--- src/rtl/mux21b_arb.sv ---
// Round-robin 2:1 arbiter + one-entry output register driving the mux21b select; MUX21B_ARB_BURST_EN allows bursts.
// Latency: 1 cycle from accept to y_valid/y_data; full 1 transfer/cycle throughput.
// Backpressure: both readies drop while y_valid & ~y_ready; s still tracks the grant.
module mux21b_arb #(
    parameter int W        = 1,
    parameter int HOLD_MAX = 4
) (
    input  logic         clk,
    input  logic         rst_n,
    input  logic         a_valid,
    input  logic [W-1:0] a_data,
    output logic         a_ready,
    input  logic         b_valid,
    input  logic [W-1:0] b_data,
    output logic         b_ready,
    output logic         s,
    output logic         y_valid,
    output logic [W-1:0] y_data,
    input  logic         y_ready
);

    typedef enum logic {
        EMPTY = 1'b0,
        FULL  = 1'b1
    } state_t;

    localparam logic [3:0] HOLD = 4'(HOLD_MAX);

    state_t       state_q, state_d;
    logic [W-1:0] y_data_q, y_data_d;
    logic         last_q, last_d;
    logic [3:0]   cnt_q, cnt_d;
    logic         load;
    logic         g;
    logic         xfer;

    always_comb begin
        load = (state_q == EMPTY) | y_ready;
        g    = last_q;
        unique case ({a_valid, b_valid})
            2'b10:   g = 1'b0;
            2'b01:   g = 1'b1;
            2'b00:   g = last_q;
            default: begin
`ifdef MUX21B_ARB_BURST_EN
                // cnt==0 means nobody owns a burst yet, so fall back to alternation.
                g = ((cnt_q != 4'd0) && (cnt_q < HOLD)) ? last_q : ~last_q;
`else
                g = ~last_q;
`endif
            end
        endcase
        // Readies are gated by reset so no handshake completes while held in reset.
        a_ready = rst_n & load & ~g;
        b_ready = rst_n & load & g;
        s       = g;
        xfer    = (a_valid & a_ready) | (b_valid & b_ready);
    end

    always_comb begin
        state_d  = state_q;
        y_data_d = y_data_q;
        last_d   = last_q;
        cnt_d    = cnt_q;
        if (load) begin
            if (xfer) begin
                state_d  = FULL;
                y_data_d = g ? b_data : a_data;
                last_d   = g;
                if (g == last_q)
                    cnt_d = (cnt_q >= HOLD) ? HOLD : cnt_q + 4'd1;
                else
                    cnt_d = 4'd1;
            end else begin
                state_d = EMPTY;
            end
        end
    end

    always_ff @(posedge clk or negedge rst_n) begin
        if (!rst_n) begin
            state_q  <= EMPTY;
            y_data_q <= '0;
            last_q   <= 1'b1;
            cnt_q    <= 4'd0;
        end else begin
            state_q  <= state_d;
            y_data_q <= y_data_d;
            last_q   <= last_d;
            cnt_q    <= cnt_d;
        end
    end

    assign y_valid = (state_q == FULL);
    assign y_data  = y_data_q;

endmodule
--- config.mk ---
export PLATFORM = sky130hd
export DESIGN_NAME = mux21b_arb
export DESIGN_NICKNAME = d
export VERILOG_FILES = /design/src/rtl/mux21b_arb.sv
export SDC_FILE = /design/constraint.sdc
export NUM_CORES = 1
export LEC_CHECK = 0
export BUFFER_PORTS_ARGS = -buffer_cell sky130_fd_sc_hd__buf_2
export CORE_AREA = 2 2 39 41
export CTS_CLUSTER_SIZE = 8
export DETAILED_ROUTE_END_ITERATION = 8
export DIE_AREA = 0 0 41 43
export GPL_ROUTABILITY_DRIVEN = 0
export SKIP_LAST_GASP = 1
export SLEW_MARGIN = 40
export SYNTH_ARGS = -nofsm -noshare
export SYNTH_HDL_FRONTEND = slang
export SYNTH_SLANG_ARGS = --single-unit
--- constraint.sdc ---
create_clock -name clk -period 1.4 [get_ports clk]
set_input_delay 0 -clock clk [delete_from_list [all_inputs] [get_ports clk]]
set_output_delay 0 -clock clk [all_outputs]
set_load 0.01 [all_outputs]
==> results.py <==
metrics = {
    "outcome": {
        "status": "completed",
    },
    "synth": {
        "ys_types": 16,
        "ys_seq_area_frac": 0.412,
        "yosysTopAreaCell": "dfrtp_1",
        "synth_nets": 29,
        "yosys.area.top_type_share": 0.270,
        "synth_area_per_cell_um2": 8.42,
        "synth.area.top_cells": "dfrtp_1, dfstp_2, nand2b_1",
        "synth-seq-cells": 3,
        "syn-instance-count": 22,
        "netlist_area_um2": 185,
        "ys_warn_count": 0,
    },
    "clock_tree": {
        "tritoncts": "yes",
        "cts_resized": 0,
        "clock-sinks": 3,
        "clk_path_buf_depth": 2,
        "clk_latency_ns": 0.24,
        "cts_buffers": 3,
        "path_clk_slew_ns": 0.04,
        "cts-root-buf": "clkbuf_4",
        "cts_setup_buffers": 0,
        "cts_max_level": 1,
    },
    "cells_and_area": {
        "final_cells": 54,
        "nets": 46,
        "drive_gt1_frac": 0.421,
        "syn2layout_area_growth_pct": 60.1,
        "multi_input_area_um2": 101,
        "n_fill_cell": 148,
        "num_antenna_cells": 0,
        "register_area_um2": 76.3,
    },
    "grt": {
        "grt_overflow_total": 0,
        "track_usage": 0.0693,
        "grt_pass1_vias": 195,
        "met3_usage": 0.0681,
        "grt_first_pass_wirelength_um": 765,
        "grt_max_degree": 7,
        "top_usage_layer": "met2",
        "use_met1": 0.0804,
        "use_met2": 0.0875,
        "antenna_found_initial": 0,
    },
    "min_path": {
        "min_path_type": "primary input to register",
    },
    "drt": {
        "vias_per_cell": 3.94,
        "ant_nets": 0,
        "num_vias": 213,
        "wire_per_inst_um": 9.44,
        "wirelength_um": 510,
        "drc_errors": 0,
        "dr.pass1.iters": 2,
        "drtIter0Drc": 4,
    },
    "pwr": {
        "p_leak_nw": 0.149,
        "power.density_nw_per_um2": 1310,
        "peakVddDrop_v": 0.000377,
    },
    "timing": {
        "worst-slew-pin-transition_ns": 0.189,
        "fin_crit_ns": 1.24,
        "max-slew-margin-rel": 0.874,
        "fin_crit_sh": 0.889,
        "rsz0062_at_grt": "no",
        "hold_violations": 0,
        "fmax_ghz": 0.803,
        "fin_skew_ns": 0.00590,
        "setup_viol": 0,
        "final_max_slew_viol_count": 0,
        "setup_tns_ns": 0,
    },
    "die": {
        "die_w_um": 41,
        "die_area_um2": 1760,
        "die_height_um": 43,
        "ios": 12,
        "start_util": 0.134,
        "core-area_um2": 1380,
        "rows": 14,
    },
    "worst_setup_path": {
        "crit_path_end_kind": "output pin",
        "path_cells": "nand2b_2 > nand2_1 > nor2_1 > buf_2",
        "crit_slowest_cell": "dfstp_2",
        "path_buf_inv": 1,
        "cp.arrival_ns": 1.24,
        "critPathTopFamily": "flip-flops",
        "crit_path_start_kind": "register",
        "cp.required_ns": 1.40,
        "critPathMaxFanout": 5,
        "critPathKind": "register to output pin",
        "critical_path.max_stage_delay_ns": 0.54,
    },
    "flow_run": {
        "cap_violations": 0,
    },
    "placement": {
        "hpwlAfterDp_um": 408,
        "io_buffers": 11,
        "dp.cells": 49,
    },
}
area by class of cell:
cell class	instances	area share
multi-input cells	17	0.342
flip-flops and latches	3	0.257
well taps	16	0.0675
inverters	2	0.0253
clock buffers	4	0.0886
repair buffers	12	0.219
Yosys cell counts (all sizes together):
cell type  count
nand2b         3
dfrtp          2
inv            2
nand2          2
nand3          2
nor2           2
a21bo          1
a21oi          1
a31oi          1
dfstp          1
nor2b          1
nor3           1
o21ai          1
o2bb2ai        1
o31a           1
tightest hold or removal path, delay by kind of cell:
family,cells,cell delay (ns)
compound gates,1,0.07
buf+inv,1,0.10
simple gates,1,0.05
sequential cells by signal (all words and copies together), names as in the netlist:
register  cells
y_valid       1
last_q        1
y_data        1
cell usage in the layout (no fill, tap or decap):
master and n:
buf_2 11, clkbuf_4 3, nand2b_1 2, nand2_1 2, nor2_1 2, inv_1 2, nand3_1 2, dfrtp_1 2
nand2b_2 1, a21oi_1 1, o21ai_1 1, nor2b_1 1, nor3_1 1, a21bo_1 1, o31a_1 1, a31oi_1 1
o2bb2ai_1 1, clkbuf_1 1, dlygate4sd3_1 1, dfstp_2 1
repair_timing:
action | in CTS | in global routing
endpoints found under the hold margin | 3 | 0
endpoints found under the setup margin | 0 | 0
hold buffers | 1 | 0
through the flow:
stage          setup slack [ns]   util  power (mW)  cell area, um2  hold WS (ns)
6_report                  0.155  0.214       0.390             297        0.0226
5_1_grt                  0.0691  0.214       0.417             297        0.0435
4_1_cts                   0.153  0.214       0.396             297        0.0173
3_5_place_dp              0.346  0.188       0.233             260        -0.180
3_3_place_gp              0.390  0.188       0.228             260        -0.182
2_1_floorplan             0.393      -       0.188             185        -0.296
report_power, final:
| part | switching [mW] | leakage [nW] | internal, mW |
|---|---|---|---|
| Sequential | 0.0104 | 0.0331 | 0.110 |
| Clock | 0.0489 | 0.0150 | 0.107 |
| Combinational | 0.0594 | 0.101 | 0.0540 |
path summary, 6_finish.rpt:
check | startpoint | end | slack (ns) | depth (start not counted)
min | a_data | y_data | 0.02 | 3
min in group asynchronous | rst_n | y_data | 0.10 | 2
max | last_q | a_ready | 0.16 | 4
max in group asynchronous | rst_n | last_q | 1.08 | 2
max reg2reg | last_q | y_data | 0.34 | 3
min reg2reg | last_q | last_q | 0.50 | 1
kinds of logic (layout without fill, tap and decap cells):
family	after synthesis	count (layout)	share of synthesized area
flip-flops	3	3	0.412
AO/OA/AOI/OAI	6	6	0.236
buffers and inverters	2	18	0.0406
AND/OR/NAND/NOR	11	11	0.311
per-layer routing:
layer / routed length, um / vias to the layer above / share of wire
met2: 202 / 12 / 0.40
met5: 0 / - / 0
met4: 0 / 0 / 0
li1: - / 109 / -
met1: 232 / 92 / 0.45
met3: 74 / 0 / 0.15
Note: power is estimated with default switching activity, not from simulation.
